[config.mk]
export PLATFORM = sky130hd
export DESIGN_NAME = tile_scheduler_flat
export DESIGN_NICKNAME = d
export VERILOG_FILES = /design/src/rtl/tile_scheduler_if.sv /design/src/rtl/tile_scheduler.sv /design/src/flat_wrapper.sv
export SDC_FILE = /design/constraint.sdc
export NUM_CORES = 1
export LEC_CHECK = 0
export ABC_AREA = 0
export CORE_MARGIN = 2
export CORE_UTILIZATION = 30
export CTS_CLUSTER_DIAMETER = 60
export DETAILED_ROUTE_END_ITERATION = 6
export GPL_ROUTABILITY_DRIVEN = 1
export PLACE_DENSITY = 0.5
export SYNTH_ARGS = -nofsm -noshare
export SYNTH_HDL_FRONTEND = slang
export SYNTH_SLANG_ARGS = --single-unit
[constraint.sdc]
create_clock -name clk -period 6.6 [get_ports clk]
set_input_delay 0.66 -clock clk [delete_from_list [all_inputs] [get_ports clk]]
set_output_delay 0.66 -clock clk [all_outputs]
set_load 0.005 [all_outputs]
[src/rtl/tile_scheduler_if.sv]
// tile_scheduler_if: config, weight-controller, IF-stream and drain handshakes of the tile scheduler.
interface tile_scheduler_if #(
   parameter int KT_W = 8,
   parameter int NT_W = 8
);
   logic            cfg_valid, cfg_ready;
   logic [KT_W-1:0] cfg_k_tiles;
   logic [NT_W-1:0] cfg_n_tiles;
   logic            w_start, w_ready;
   logic            if_ready, if_launch, if_done, acc_clr;
   logic            drain_start, drain_done;
   logic [KT_W-1:0] k_idx;
   logic [NT_W-1:0] n_idx;
   logic            busy, layer_done, proto_err;
   modport master (
      input  cfg_valid, cfg_k_tiles, cfg_n_tiles, w_ready, if_launch, if_done, drain_done,
      output cfg_ready, w_start, if_ready, acc_clr, drain_start, k_idx, n_idx, busy, layer_done, proto_err
   );
   modport slave (
      output cfg_valid, cfg_k_tiles, cfg_n_tiles, w_ready, if_launch, if_done, drain_done,
      input  cfg_ready, w_start, if_ready, acc_clr, drain_start, k_idx, n_idx, busy, layer_done, proto_err
   );
endinterface

[src/rtl/tile_scheduler.sv]
// tile_scheduler: walks N x K tiles (k innermost), issuing weight fetches, gating IF launches and triggering drains.
module tile_scheduler #(
   parameter int KT_W = 8,
   parameter int NT_W = 8
) (
   input logic              clk,
   input logic              rst,
   tile_scheduler_if.master bus
);
   localparam int CW = KT_W + NT_W;
   typedef enum logic [1:0] {IDLE, RUN, DRAIN, DONE} state_t;
   state_t          r_state;
   logic [KT_W-1:0] r_k, r_k_idx;
   logic [NT_W-1:0] r_n, r_n_idx;
   logic [CW-1:0]   r_issued, r_launched;
   logic            r_w_start, r_drain_start, r_layer_done, r_acc_clr, r_proto_err, r_if_busy, r_if_ready_q;
   logic [CW-1:0]   w_total;
   logic [KT_W-1:0] w_k_next;
   logic            w_active, w_if_ready, w_issue, w_done, w_last_k, w_launch;
   assign w_total    = CW'(r_k) * CW'(r_n);
   assign w_active   = r_state == RUN || r_state == DRAIN;
   assign w_if_ready = r_state == RUN && !r_if_busy && r_launched < r_issued;
   // the blanking cycle hides the weight controller's registered ready fall
   assign w_issue    = w_active && bus.w_ready && r_issued < w_total && !r_w_start;
   assign w_done     = r_state == RUN && bus.if_done && r_if_busy;
   assign w_last_k   = r_k_idx == r_k - KT_W'(1);
   assign w_launch   = w_active && bus.if_launch;
   assign w_k_next   = w_done ? (w_last_k ? '0 : r_k_idx + KT_W'(1)) : r_k_idx;
   always_ff @(posedge clk) begin
      if (rst) begin
         r_state       <= IDLE;
         r_k           <= '0;
         r_n           <= '0;
         r_k_idx       <= '0;
         r_n_idx       <= '0;
         r_issued      <= '0;
         r_launched    <= '0;
         r_w_start     <= 1'b0;
         r_drain_start <= 1'b0;
         r_layer_done  <= 1'b0;
         r_acc_clr     <= 1'b0;
         r_proto_err   <= 1'b0;
         r_if_busy     <= 1'b0;
         r_if_ready_q  <= 1'b0;
      end else begin
         r_w_start     <= w_issue;
         r_issued      <= r_issued + CW'(w_issue);
         r_drain_start <= 1'b0;
         r_layer_done  <= 1'b0;
         r_if_ready_q  <= w_if_ready;
         r_k_idx       <= w_k_next;
         if (bus.if_launch && !r_if_ready_q) r_proto_err <= 1'b1;
         // completion is applied before a coincident launch
         if (w_done) r_if_busy <= 1'b0;
         if (w_launch) begin
            r_if_busy  <= 1'b1;
            r_launched <= r_launched + CW'(1);
            r_acc_clr  <= w_k_next == '0;
         end
         case (r_state)
            IDLE: if (bus.cfg_valid) begin
               r_k        <= bus.cfg_k_tiles;
               r_n        <= bus.cfg_n_tiles;
               r_issued   <= '0;
               r_launched <= '0;
               r_k_idx    <= '0;
               r_n_idx    <= '0;
               r_state    <= (bus.cfg_k_tiles == '0 || bus.cfg_n_tiles == '0) ? DONE : RUN;
            end
            RUN: if (w_done && w_last_k) begin
               r_drain_start <= 1'b1;
               r_state       <= DRAIN;
            end
            DRAIN: if (bus.drain_done) begin
               r_n_idx <= (r_n_idx == r_n - NT_W'(1)) ? r_n_idx : r_n_idx + NT_W'(1);
               r_state <= (r_n_idx == r_n - NT_W'(1)) ? DONE : RUN;
            end
            default: begin
               r_layer_done <= 1'b1;
               r_state      <= IDLE;
            end
         endcase
      end
   end
   assign bus.cfg_ready   = r_state == IDLE;
   assign bus.busy        = r_state != IDLE;
   assign bus.w_start     = r_w_start;
   assign bus.if_ready    = w_if_ready;
   assign bus.acc_clr     = r_acc_clr;
   assign bus.drain_start = r_drain_start;
   assign bus.layer_done  = r_layer_done;
   assign bus.proto_err   = r_proto_err;
   assign bus.k_idx       = r_k_idx;
   assign bus.n_idx       = r_n_idx;
endmodule

[src/flat_wrapper.sv]
// flat-port wrapper written by rule: the top's interface ports become plain ports
module tile_scheduler_flat 
#(
   parameter int KT_W = 8,
   parameter int NT_W = 8
)
  (clk, rst, bus_cfg_valid, bus_cfg_k_tiles, bus_cfg_n_tiles, bus_w_ready, bus_if_launch, bus_if_done, bus_drain_done, bus_cfg_ready, bus_w_start, bus_if_ready, bus_acc_clr, bus_drain_start, bus_k_idx, bus_n_idx, bus_busy, bus_layer_done, bus_proto_err);
  tile_scheduler_if #(.KT_W(KT_W), .NT_W(NT_W)) bus_i ();
  input logic clk;
  input logic rst;
  input wire logic [$bits(bus_i.cfg_valid)-1:0] bus_cfg_valid;
  input wire logic [$bits(bus_i.cfg_k_tiles)-1:0] bus_cfg_k_tiles;
  input wire logic [$bits(bus_i.cfg_n_tiles)-1:0] bus_cfg_n_tiles;
  input wire logic [$bits(bus_i.w_ready)-1:0] bus_w_ready;
  input wire logic [$bits(bus_i.if_launch)-1:0] bus_if_launch;
  input wire logic [$bits(bus_i.if_done)-1:0] bus_if_done;
  input wire logic [$bits(bus_i.drain_done)-1:0] bus_drain_done;
  output wire logic [$bits(bus_i.cfg_ready)-1:0] bus_cfg_ready;
  output wire logic [$bits(bus_i.w_start)-1:0] bus_w_start;
  output wire logic [$bits(bus_i.if_ready)-1:0] bus_if_ready;
  output wire logic [$bits(bus_i.acc_clr)-1:0] bus_acc_clr;
  output wire logic [$bits(bus_i.drain_start)-1:0] bus_drain_start;
  output wire logic [$bits(bus_i.k_idx)-1:0] bus_k_idx;
  output wire logic [$bits(bus_i.n_idx)-1:0] bus_n_idx;
  output wire logic [$bits(bus_i.busy)-1:0] bus_busy;
  output wire logic [$bits(bus_i.layer_done)-1:0] bus_layer_done;
  output wire logic [$bits(bus_i.proto_err)-1:0] bus_proto_err;
  assign bus_i.cfg_valid = bus_cfg_valid;
  assign bus_i.cfg_k_tiles = bus_cfg_k_tiles;
  assign bus_i.cfg_n_tiles = bus_cfg_n_tiles;
  assign bus_i.w_ready = bus_w_ready;
  assign bus_i.if_launch = bus_if_launch;
  assign bus_i.if_done = bus_if_done;
  assign bus_i.drain_done = bus_drain_done;
  assign bus_cfg_ready = bus_i.cfg_ready;
  assign bus_w_start = bus_i.w_start;
  assign bus_if_ready = bus_i.if_ready;
  assign bus_acc_clr = bus_i.acc_clr;
  assign bus_drain_start = bus_i.drain_start;
  assign bus_k_idx = bus_i.k_idx;
  assign bus_n_idx = bus_i.n_idx;
  assign bus_busy = bus_i.busy;
  assign bus_layer_done = bus_i.layer_done;
  assign bus_proto_err = bus_i.proto_err;
  tile_scheduler #(.KT_W(KT_W), .NT_W(NT_W)) u_core (.clk(clk), .rst(rst), .bus(bus_i));
endmodule
Word-level counts from Yosys, hierarchy flattened
Cells that the tools add are included.
{"block": "word_totals", "memories": 0, "word_cells": 82, "out_inout_bits": 24, "ram_bits": 0, "rom_bits": 0, "ff_bits": 73, "latch_bits": 0}
{"block": "op_classes", "n_shift": 0, "multipliers": 1, "muxes": 23, "div_mod_pow": 0, "magnitude_cmp": 2, "bitwise": 1, "reduce_logical": 27, "add_sub_neg": 6, "n_eq_ne": 8}
{"cell": "16-bit two-way mux", "n": 5}
{"cell": "8-bit two-way mux", "n": 7}
{"cell": "16-bit less-than comparator", "n": 2}
{"cell": "8-bit zero test", "n": 3}
{"cell": "16-bit by 1-bit adder with 16-bit output", "n": 1}
{"cell": "16-bit by 1-bit adder with 16-bit output, second input constant", "n": 1}
{"cell": "8-bit by 1-bit adder with 8-bit output, second input constant", "n": 2}
{"cell": "8-bit equality test", "n": 2}
{"cell": "8-bit by 8-bit multiplier with 16-bit output", "n": 1}
{"cell": "8-bit case mux with 2 select lines", "n": 1}
{"cell": "8-bit by 1-bit subtractor with 8-bit output, second input constant", "n": 2}
{"cell": "1-bit logical AND", "n": 10}
{"cell": "2-bit two-way mux", "n": 5}
{"cell": "2-bit != test, second input constant", "n": 4}
{"cell": "2-bit case mux with 3 select lines", "n": 1}
{"cell": "2-bit nonzero test", "n": 3}
{"cell": "1-bit two-way mux", "n": 4}
{"cell": "4-bit AND reduction", "n": 1}
{"cell": "1-bit zero test", "n": 3}
{"cell": "3-bit AND reduction", "n": 1}
{"cell": "3-bit OR reduction", "n": 1}
{"cell": "2-bit by 1-bit equality test with 1-bit output, second input constant", "n": 1}
{"cell": "2-bit equality test, second input constant", "n": 1}
{"cell": "2-bit zero test", "n": 1}
{"cell": "4 further kinds", "n": 5}

Logic depth before layout (Yosys ltp)
{"block": "depth", "ltp_word": 8, "mapped_depth": 30}

Worst setup path before layout
OpenSTA, ideal clock, no wires.
{"block": "synth_timing", "path_type": "flip-flop to flip-flop", "from": "reg u_core.r_k[2]", "to": "reg u_core.r_issued[15]", "t_arrival_ns": 6.052, "setup_slack_ns": 0.420, "required_time_ns": 6.472, "setup_ns": 0.128, "path_buffers": 1, "path_stages_with_launch": 28, "cell_sequence": "dfxtp_1 clkbuf_1 nand2_1 fa_1 fa_1 inv_1 fa_1 inv_1 fa_1 inv_1 ha_1 or4_1 a21oi_1 xor2_1 ha_1 and4_1 a21oi_1 o211ai_1 nand4_1 a21oi_1 nor2_1 ha_1 nand3_1 or3_1 nor2_1 nand3_1 xnor2_1 nor2_1"}
{"block": "synth_via", "elab_chain_cells": 7}
{"element": "from (decl)", "line": "tile_scheduler.sv:13", "rtl": "logic [KT_W-1:0] r_k, r_k_idx;"}
{"element": "from (signal assigned)", "line": "tile_scheduler.sv:62", "rtl": "r_k <= bus.cfg_k_tiles;"}
{"element": "8-bit by 8-bit multiplier with 16-bit output (*)", "line": "tile_scheduler.sv:20", "rtl": "assign w_total = CW'(r_k) * CW'(r_n);"}
{"element": "16-bit less-than comparator (*)", "line": "tile_scheduler.sv:24", "rtl": "assign w_issue = w_active && bus.w_ready && r_issued < w_total && !r_w_start;"}
{"element": "1-bit logical AND (*) (2 in series)", "line": "tile_scheduler.sv:24"}
{"element": "net u_core.w_issue", "line": "tile_scheduler.sv:19", "rtl": "logic w_active, w_if_ready, w_issue, w_done, w_last_k, w_launch;"}
{"element": "16-bit by 1-bit adder with 16-bit output (*)", "line": "tile_scheduler.sv:47", "rtl": "r_issued <= r_issued + CW'(w_issue);"}
{"element": "16-bit two-way mux", "line": "tile_scheduler.sv:61", "rtl": "IDLE: if (bus.cfg_valid) begin"}
{"element": "16-bit two-way mux (*)", "line": "tile_scheduler.sv:60", "rtl": "case (r_state)"}
{"element": "to (signal assigned)", "line": "tile_scheduler.sv:47"}
{"element": "to (decl)", "line": "tile_scheduler.sv:15", "rtl": "logic [CW-1:0] r_issued, r_launched;"}
The timed path passes the listed nets; every way through them passes the cells marked *.
A chain may end at the register's enable or synchronous reset.

Worst setup path after layout
{"block": "layout_timing", "from": "reg u_core.r_n[7]", "to": "reg u_core.r_issued[10]"}
{"block": "layout_via", "elab_chain_cells": 7}
{"element": "from (decl)", "line": "tile_scheduler.sv:14", "rtl": "logic [NT_W-1:0] r_n, r_n_idx;"}
{"element": "from (signal assigned)", "line": "tile_scheduler.sv:63", "rtl": "r_n <= bus.cfg_n_tiles;"}
{"element": "8-bit by 8-bit multiplier with 16-bit output (*)", "line": "tile_scheduler.sv:20"}
{"element": "16-bit less-than comparator (*)", "line": "tile_scheduler.sv:24"}
{"element": "1-bit logical AND (*) (2 in series)", "line": "tile_scheduler.sv:24"}
{"element": "net u_core.w_issue", "line": "tile_scheduler.sv:19"}
{"element": "16-bit by 1-bit adder with 16-bit output (*)", "line": "tile_scheduler.sv:47"}
{"element": "16-bit two-way mux", "line": "tile_scheduler.sv:61"}
{"element": "16-bit two-way mux (*)", "line": "tile_scheduler.sv:60"}
Marks and branches as above.

==> flow_summary.html <==
<table>
<tr><th>Metric</th><th>Value</th></tr>
<tr><th colspan="2">Status</th></tr>
<tr><td>Result of the run</td><td>completed</td></tr>
<tr><th colspan="2">STA</th></tr>
<tr><td>Final-layout worst hold slack</td><td>492 ps</td></tr>
<tr><td>Final clock skew</td><td>5.25 ps</td></tr>
<tr><td>Post-route fraction of the period consumed by the critical path</td><td>93.9%</td></tr>
<tr><td>Slew of the pin with the lowest slew margin</td><td>588 ps</td></tr>
<tr><td>Max-slew violation count</td><td>0</td></tr>
<tr><td>Max Clock Freq</td><td>0.161 GHz</td></tr>
<tr><td>Final hold viol count</td><td>0</td></tr>
<tr><td>Final Setup Violations</td><td>0</td></tr>
<tr><td>Final period demand of the worst path</td><td>6200 ps</td></tr>
<tr><td>Relative max-transition margin</td><td>60.7%</td></tr>
<tr><th colspan="2">Yosys</th></tr>
<tr><td>Number of enable-type register cells in the synthesized netlist</td><td>0</td></tr>
<tr><td>Mean cell area of the mapped netlist</td><td>8.24 sq um</td></tr>
<tr><td>Synth unique cells</td><td>61</td></tr>
<tr><td>Most frequently used flop master after synthesis</td><td>sky130_fd_sc_hd__dfxtp_1</td></tr>
<tr><td>Warnings, synthesis</td><td>0</td></tr>
<tr><td>Number of instances in the synthesized netlist</td><td>780</td></tr>
<tr><td>Synth async-reset ratio</td><td>0%</td></tr>
<tr><td>Proportion of synthesized chip area in sequential cells</td><td>22.7%</td></tr>
<tr><td>Netlist Area Pre-Place</td><td>6430 sq um</td></tr>
<tr><td>Flops &amp; latches, synth</td><td>73</td></tr>
<tr><td>Post-Syn Nets</td><td>916</td></tr>
<tr><th colspan="2">Global routing</th></tr>
<tr><td>Via count of the first global-routing pass</td><td>5106</td></tr>
<tr><td>Global Route met2 Usage</td><td>22.6%</td></tr>
<tr><td>Largest net degree at the start of global routing</td><td>37</td></tr>
<tr><td>Global routing usage on met3</td><td>2.52%</td></tr>
<tr><td>Residual overflow from global routing</td><td>0</td></tr>
<tr><td>Met1 routing resource usage after global routing</td><td>21.1%</td></tr>
<tr><td>First-pass GRT wire length</td><td>26.1 mm</td></tr>
<tr><td>Number of antenna violations at the first check in global routing</td><td>0</td></tr>
<tr><td>Gr busiest metal</td><td>met2</td></tr>
<tr><td>Total routing usage reported by global routing</td><td>14.6%</td></tr>
<tr><th colspan="2">Job</th></tr>
<tr><td>Max capacitance violation total</td><td>0</td></tr>
<tr><th colspan="2">Power</th></tr>
<tr><td>Switching part of the total power</td><td>36.4%</td></tr>
<tr><td>Internal power component</td><td>978 uW</td></tr>
<tr><td>Part of the power in the clock network</td><td>29.9%</td></tr>
<tr><td>Cell leakage power</td><td>0.00319 uW</td></tr>
<tr><td>Switching Power</td><td>559 uW</td></tr>
<tr><td>IR drop worst, VDD</td><td>0.115 mV</td></tr>
<tr><td>Power per unit of standard cell area</td><td>203 nW/um^2</td></tr>
<tr><td>Logic gate share of total power</td><td>36.7%</td></tr>
<tr><td>Fraction of power consumed by sequential logic</td><td>33.5%</td></tr>
<tr><th colspan="2">Floorplanning</th></tr>
<tr><td>Cell Rows</td><td>53</td></tr>
<tr><td>Initial core utilization</td><td>30.6%</td></tr>
<tr><td>Boundary Pins</td><td>47</td></tr>
<tr><td>Die Area</td><td>22600 sq um</td></tr>
<tr><td>Floorplan die height</td><td>150 microns</td></tr>
<tr><td>Area inside the core boundary</td><td>21000 sq um</td></tr>
<tr><td>Die extent in x</td><td>150 microns</td></tr>
<tr><th colspan="2">CTS</th></tr>
<tr><td>Clock Sink Count</td><td>73</td></tr>
<tr><td>Maximum clock path buffer count</td><td>2</td></tr>
<tr><td>H-Tree Level Count</td><td>3</td></tr>
<tr><td>CTS tree</td><td>done</td></tr>
<tr><td>Clock latency at the later pin of the worst-skew pair</td><td>340 ps</td></tr>
<tr><td>Clock root buffer master</td><td>sky130_fd_sc_hd__clkbuf_16</td></tr>
<tr><td>Num CTS Buffers</td><td>9</td></tr>
<tr><td>Clock transition at the registers of the reported paths</td><td>60 ps</td></tr>
<tr><td>Number of hold-repair buffers added at the cts stage</td><td>0</td></tr>
<tr><th colspan="2">Setup path</th></tr>
<tr><td>Slack of the worst reg-to-reg path</td><td>400 ps</td></tr>
<tr><td>Launching instance or port of the critical path</td><td>u_core.r_n[7]</td></tr>
<tr><td>Number of cells on the worst reg-to-reg path</td><td>26</td></tr>
<tr><td>Worst EP required</td><td>6830 ps</td></tr>
<tr><td>Worst Setup EP</td><td>u_core.r_issued[10]</td></tr>
<tr><td>Path type of the worst setup path</td><td>reg -&gt; reg</td></tr>
<tr><td>Arr. time, crit path</td><td>6420 ps</td></tr>
<tr><td>R2r startpoint</td><td>u_core.r_n[7]</td></tr>
<tr><td>Critical path fanouts, max</td><td>5</td></tr>
<tr><td>Worst reg2reg endpoint</td><td>u_core.r_issued[10]</td></tr>
<tr><td>Worst Setup Start Kind</td><td>flop</td></tr>
<tr><td>Kind of end point of the critical path</td><td>flop</td></tr>
<tr><th colspan="2">Placement</th></tr>
<tr><td>Number of buffers inserted by port buffering</td><td>46</td></tr>
<tr><td>Dpl cell area</td><td>7230 sq um</td></tr>
<tr><td>Weighted congestion reported at the end of routability-driven placement</td><td>0.807</td></tr>
<tr><td>Dpl hpwl</td><td>12.5 mm</td></tr>
<tr><th colspan="2">Drt</th></tr>
<tr><td>Routed via count divided by cell count</td><td>4.77</td></tr>
<tr><td>Detail-routed net length per standard cell</td><td>14.5 microns</td></tr>
<tr><td>DRC violations left</td><td>0</td></tr>
<tr><td>Aggregate routed wire length</td><td>16.0 mm</td></tr>
<tr><td>Detailed Routing Iterations Pass 1</td><td>4</td></tr>
<tr><td>Count of nets left with antenna violations after detail routing</td><td>0</td></tr>
<tr><td>Vias</td><td>5250</td></tr>
<tr><td>DRC violation total after the first TritonRoute iteration</td><td>277</td></tr>
<tr><th colspan="2">Final layout</th></tr>
<tr><td>Share of cells above drive strength 1</td><td>7.75%</td></tr>
<tr><td>Most frequent standard cell in the layout excluding fill and tap cells</td><td>sky130_fd_sc_hd__inv_1</td></tr>
<tr><td>Commonest cells after routing, fill and taps aside</td><td>sky130_fd_sc_hd__inv_1 (85), sky130_fd_sc_hd__nand2_1 (74), sky130_fd_sc_hd__ha_1 (74), sky130_fd_sc_hd__nor2_1 (63), sky130_fd_sc_hd__dfxtp_1 (63)</td></tr>
<tr><td>Layout Cell Area excl Fill</td><td>7580 sq um</td></tr>
<tr><td>Area overhead of the layout relative to synthesis</td><td>17.9%</td></tr>
<tr><td>Final-stage net count</td><td>958</td></tr>
<tr><td>Diodes inserted</td><td>0</td></tr>
<tr><th colspan="2">Hold path</th></tr>
<tr><td>Min-Delay Path Class</td><td>reg -&gt; reg</td></tr>
</table>
==> power groups by stage <==
stage / Combinational, uW / Sequential, uW / Clock [uW]
6_report: 564 / 515 / 459
5_1_grt: 639 / 522 / 486
4_1_cts: 566 / 513 / 471
3_5_place_dp: 563 / 523 / 0
3_3_place_gp: 563 / 522 / 0
2_1_floorplan: 400 / 502 / 0
==> synth_stat cells, types with 2 or more instances <==
cell type | number | area [sq um]
sky130_fd_sc_hd__and3_1 | 6 | 37.5
sky130_fd_sc_hd__o21ai_0 | 19 | 95.1
sky130_fd_sc_hd__ha_1 | 77 | 963
sky130_fd_sc_hd__o21bai_1 | 2 | 15.0
sky130_fd_sc_hd__o211ai_1 | 2 | 15.0
sky130_fd_sc_hd__or4_1 | 2 | 15.0
sky130_fd_sc_hd__inv_1 | 85 | 319
sky130_fd_sc_hd__buf_2 | 6 | 30.0
sky130_fd_sc_hd__nor3_2 | 3 | 30.0
sky130_fd_sc_hd__o31ai_1 | 5 | 37.5
sky130_fd_sc_hd__nand3_1 | 20 | 100
sky130_fd_sc_hd__xnor2_1 | 36 | 315
sky130_fd_sc_hd__a211oi_1 | 2 | 15.0
sky130_fd_sc_hd__nand3b_1 | 7 | 52.6
sky130_fd_sc_hd__a211o_1 | 2 | 17.5
sky130_fd_sc_hd__nand2_1 | 74 | 278
sky130_fd_sc_hd__o21a_1 | 4 | 30.0
sky130_fd_sc_hd__a21o_1 | 8 | 60.1
sky130_fd_sc_hd__nor3_1 | 13 | 65.1
sky130_fd_sc_hd__nor4bb_1 | 2 | 20.0
sky130_fd_sc_hd__nand2b_1 | 6 | 37.5
sky130_fd_sc_hd__nor2b_1 | 4 | 25.0
sky130_fd_sc_hd__clkbuf_1 | 26 | 97.6
sky130_fd_sc_hd__dfxtp_1 | 73 | 1460
sky130_fd_sc_hd__nor2_1 | 64 | 240
sky130_fd_sc_hd__a31oi_1 | 3 | 18.8
sky130_fd_sc_hd__or3_1 | 16 | 100
sky130_fd_sc_hd__fa_1 | 36 | 721
sky130_fd_sc_hd__a21oi_1 | 49 | 245
sky130_fd_sc_hd__nor4_1 | 5 | 31.3
sky130_fd_sc_hd__nand4_1 | 12 | 75.1
sky130_fd_sc_hd__xor2_1 | 26 | 228
sky130_fd_sc_hd__and4_1 | 2 | 17.5
sky130_fd_sc_hd__and2_1 | 56 | 350
==> timing repair <==
item / 4_1_cts / 5_1_grt
endpoints found under the hold margin: 0 / 0
buffers inserted: 0 / 0
endpoints found under the setup margin: 0 / 11
gates resized for setup: 0 / 25
==> kinds of logic (layout without fill, tap and decap cells) <==
| logic type | Yosys count | after routing | synth area share (%) |
|---|---|---|---|
| AO/OA/AOI/OAI | 113 | 113 | 11.0 |
| XOR/XNOR | 64 | 64 | 9.05 |
| adder cells (fa/ha/maj) | 113 | 113 | 26.2 |
| buffers and inverters | 118 | 164 | 7.12 |
| flip-flops | 73 | 73 | 22.7 |
| multiplexers | 1 | 1 | 0.156 |
| AND/OR/NAND/NOR | 298 | 298 | 23.7 |
==> metal layers <==
| metal | part of all wire (%) | vias to the layer above |
|---|---|---|
| met5 | 0 | - |
| met4 | 1.4 | 0 |
| met3 | 3.2 | 13 |
| met2 | 44 | 64 |
| met1 | 51 | 2497 |
| li1 | - | 2676 |
==> cell type report <==
| cell class | instances | area [sq um] |
|---|---|---|
| multi-input cells | 589 | 4580 |
| flip-flops and latches | 73 | 1470 |
| clock inverters | 5 | 32.5 |
| clock buffers | 10 | 239 |
| well taps | 275 | 344 |
| repair buffers | 64 | 596 |
| inverters | 85 | 319 |
| fillers | 2207 | 13400 |
==> flip-flops by register name (all words and copies together) (netlist names) <==
name,cells
u_core.bus.k_idx,8
u_core.bus.w_start,1
u_core.r_launched,16
u_core.r_if_busy,1
u_core.bus.proto_err,1
u_core.r_if_ready_q,1
u_core.r_state,2
u_core.r_issued,16
u_core.bus.acc_clr,1
u_core.bus.layer_done,1
u_core.bus.drain_start,1
u_core.bus.n_idx,8
u_core.r_n,8
u_core.r_k,8
==> worst max-delay path: stages, from the launching register on <==
cell	delay [ps]
sky130_fd_sc_hd__dfxtp_1	370
sky130_fd_sc_hd__nand2_1	90
sky130_fd_sc_hd__fa_1	520
sky130_fd_sc_hd__fa_1	550
sky130_fd_sc_hd__inv_1	50
sky130_fd_sc_hd__fa_1	530
sky130_fd_sc_hd__inv_1	50
sky130_fd_sc_hd__fa_1	520
sky130_fd_sc_hd__inv_1	40
sky130_fd_sc_hd__ha_1	230
sky130_fd_sc_hd__or4_4	560
sky130_fd_sc_hd__a21oi_2	160
sky130_fd_sc_hd__xor2_1	170
sky130_fd_sc_hd__ha_1	260
sky130_fd_sc_hd__and4_1	220
sky130_fd_sc_hd__a21oi_1	140
sky130_fd_sc_hd__o211ai_1	100
sky130_fd_sc_hd__nand4_1	100
sky130_fd_sc_hd__a21oi_1	90
sky130_fd_sc_hd__nor2_1	130
sky130_fd_sc_hd__ha_2	210
sky130_fd_sc_hd__ha_1	190
sky130_fd_sc_hd__nand3_1	230
sky130_fd_sc_hd__nor2_1	230
sky130_fd_sc_hd__nand4_1	140
sky130_fd_sc_hd__xnor2_1	150
sky130_fd_sc_hd__nor2_1	50
==> how the worst min path moves through the flow <==
stage                    startpoint                    to  depth (start not counted)
3_3_place_gp   u_core.bus.proto_err  u_core.bus.proto_err                          2
3_5_place_dp   u_core.bus.proto_err  u_core.bus.proto_err                          2
6_report       u_core.bus.proto_err  u_core.bus.proto_err                          2
5_1_grt        u_core.bus.proto_err  u_core.bus.proto_err                          2
4_1_cts        u_core.bus.proto_err  u_core.bus.proto_err                          2
2_1_floorplan  u_core.bus.proto_err  u_core.bus.proto_err                          2
==> per-stage QoR <==
step / utilization, % / total power (uW) / instances / setup WS (ps) / TNS (ps)
after floorplan: - / 901 / 780 / 420 / 0
after global placement: 34.4 / 1080 / 1086 / 176 / 0
after detailed placement: 34.4 / 1090 / 1086 / 24.3 / 0
after CTS: 35.7 / 1550 / 1101 / 6.73 / 0
after global routing: 36.1 / 1650 / 1101 / -16.3 / -16.3
final: 36.1 / 1540 / 1101 / 402 / 0
Note: power is estimated with default switching activity, not from simulation.
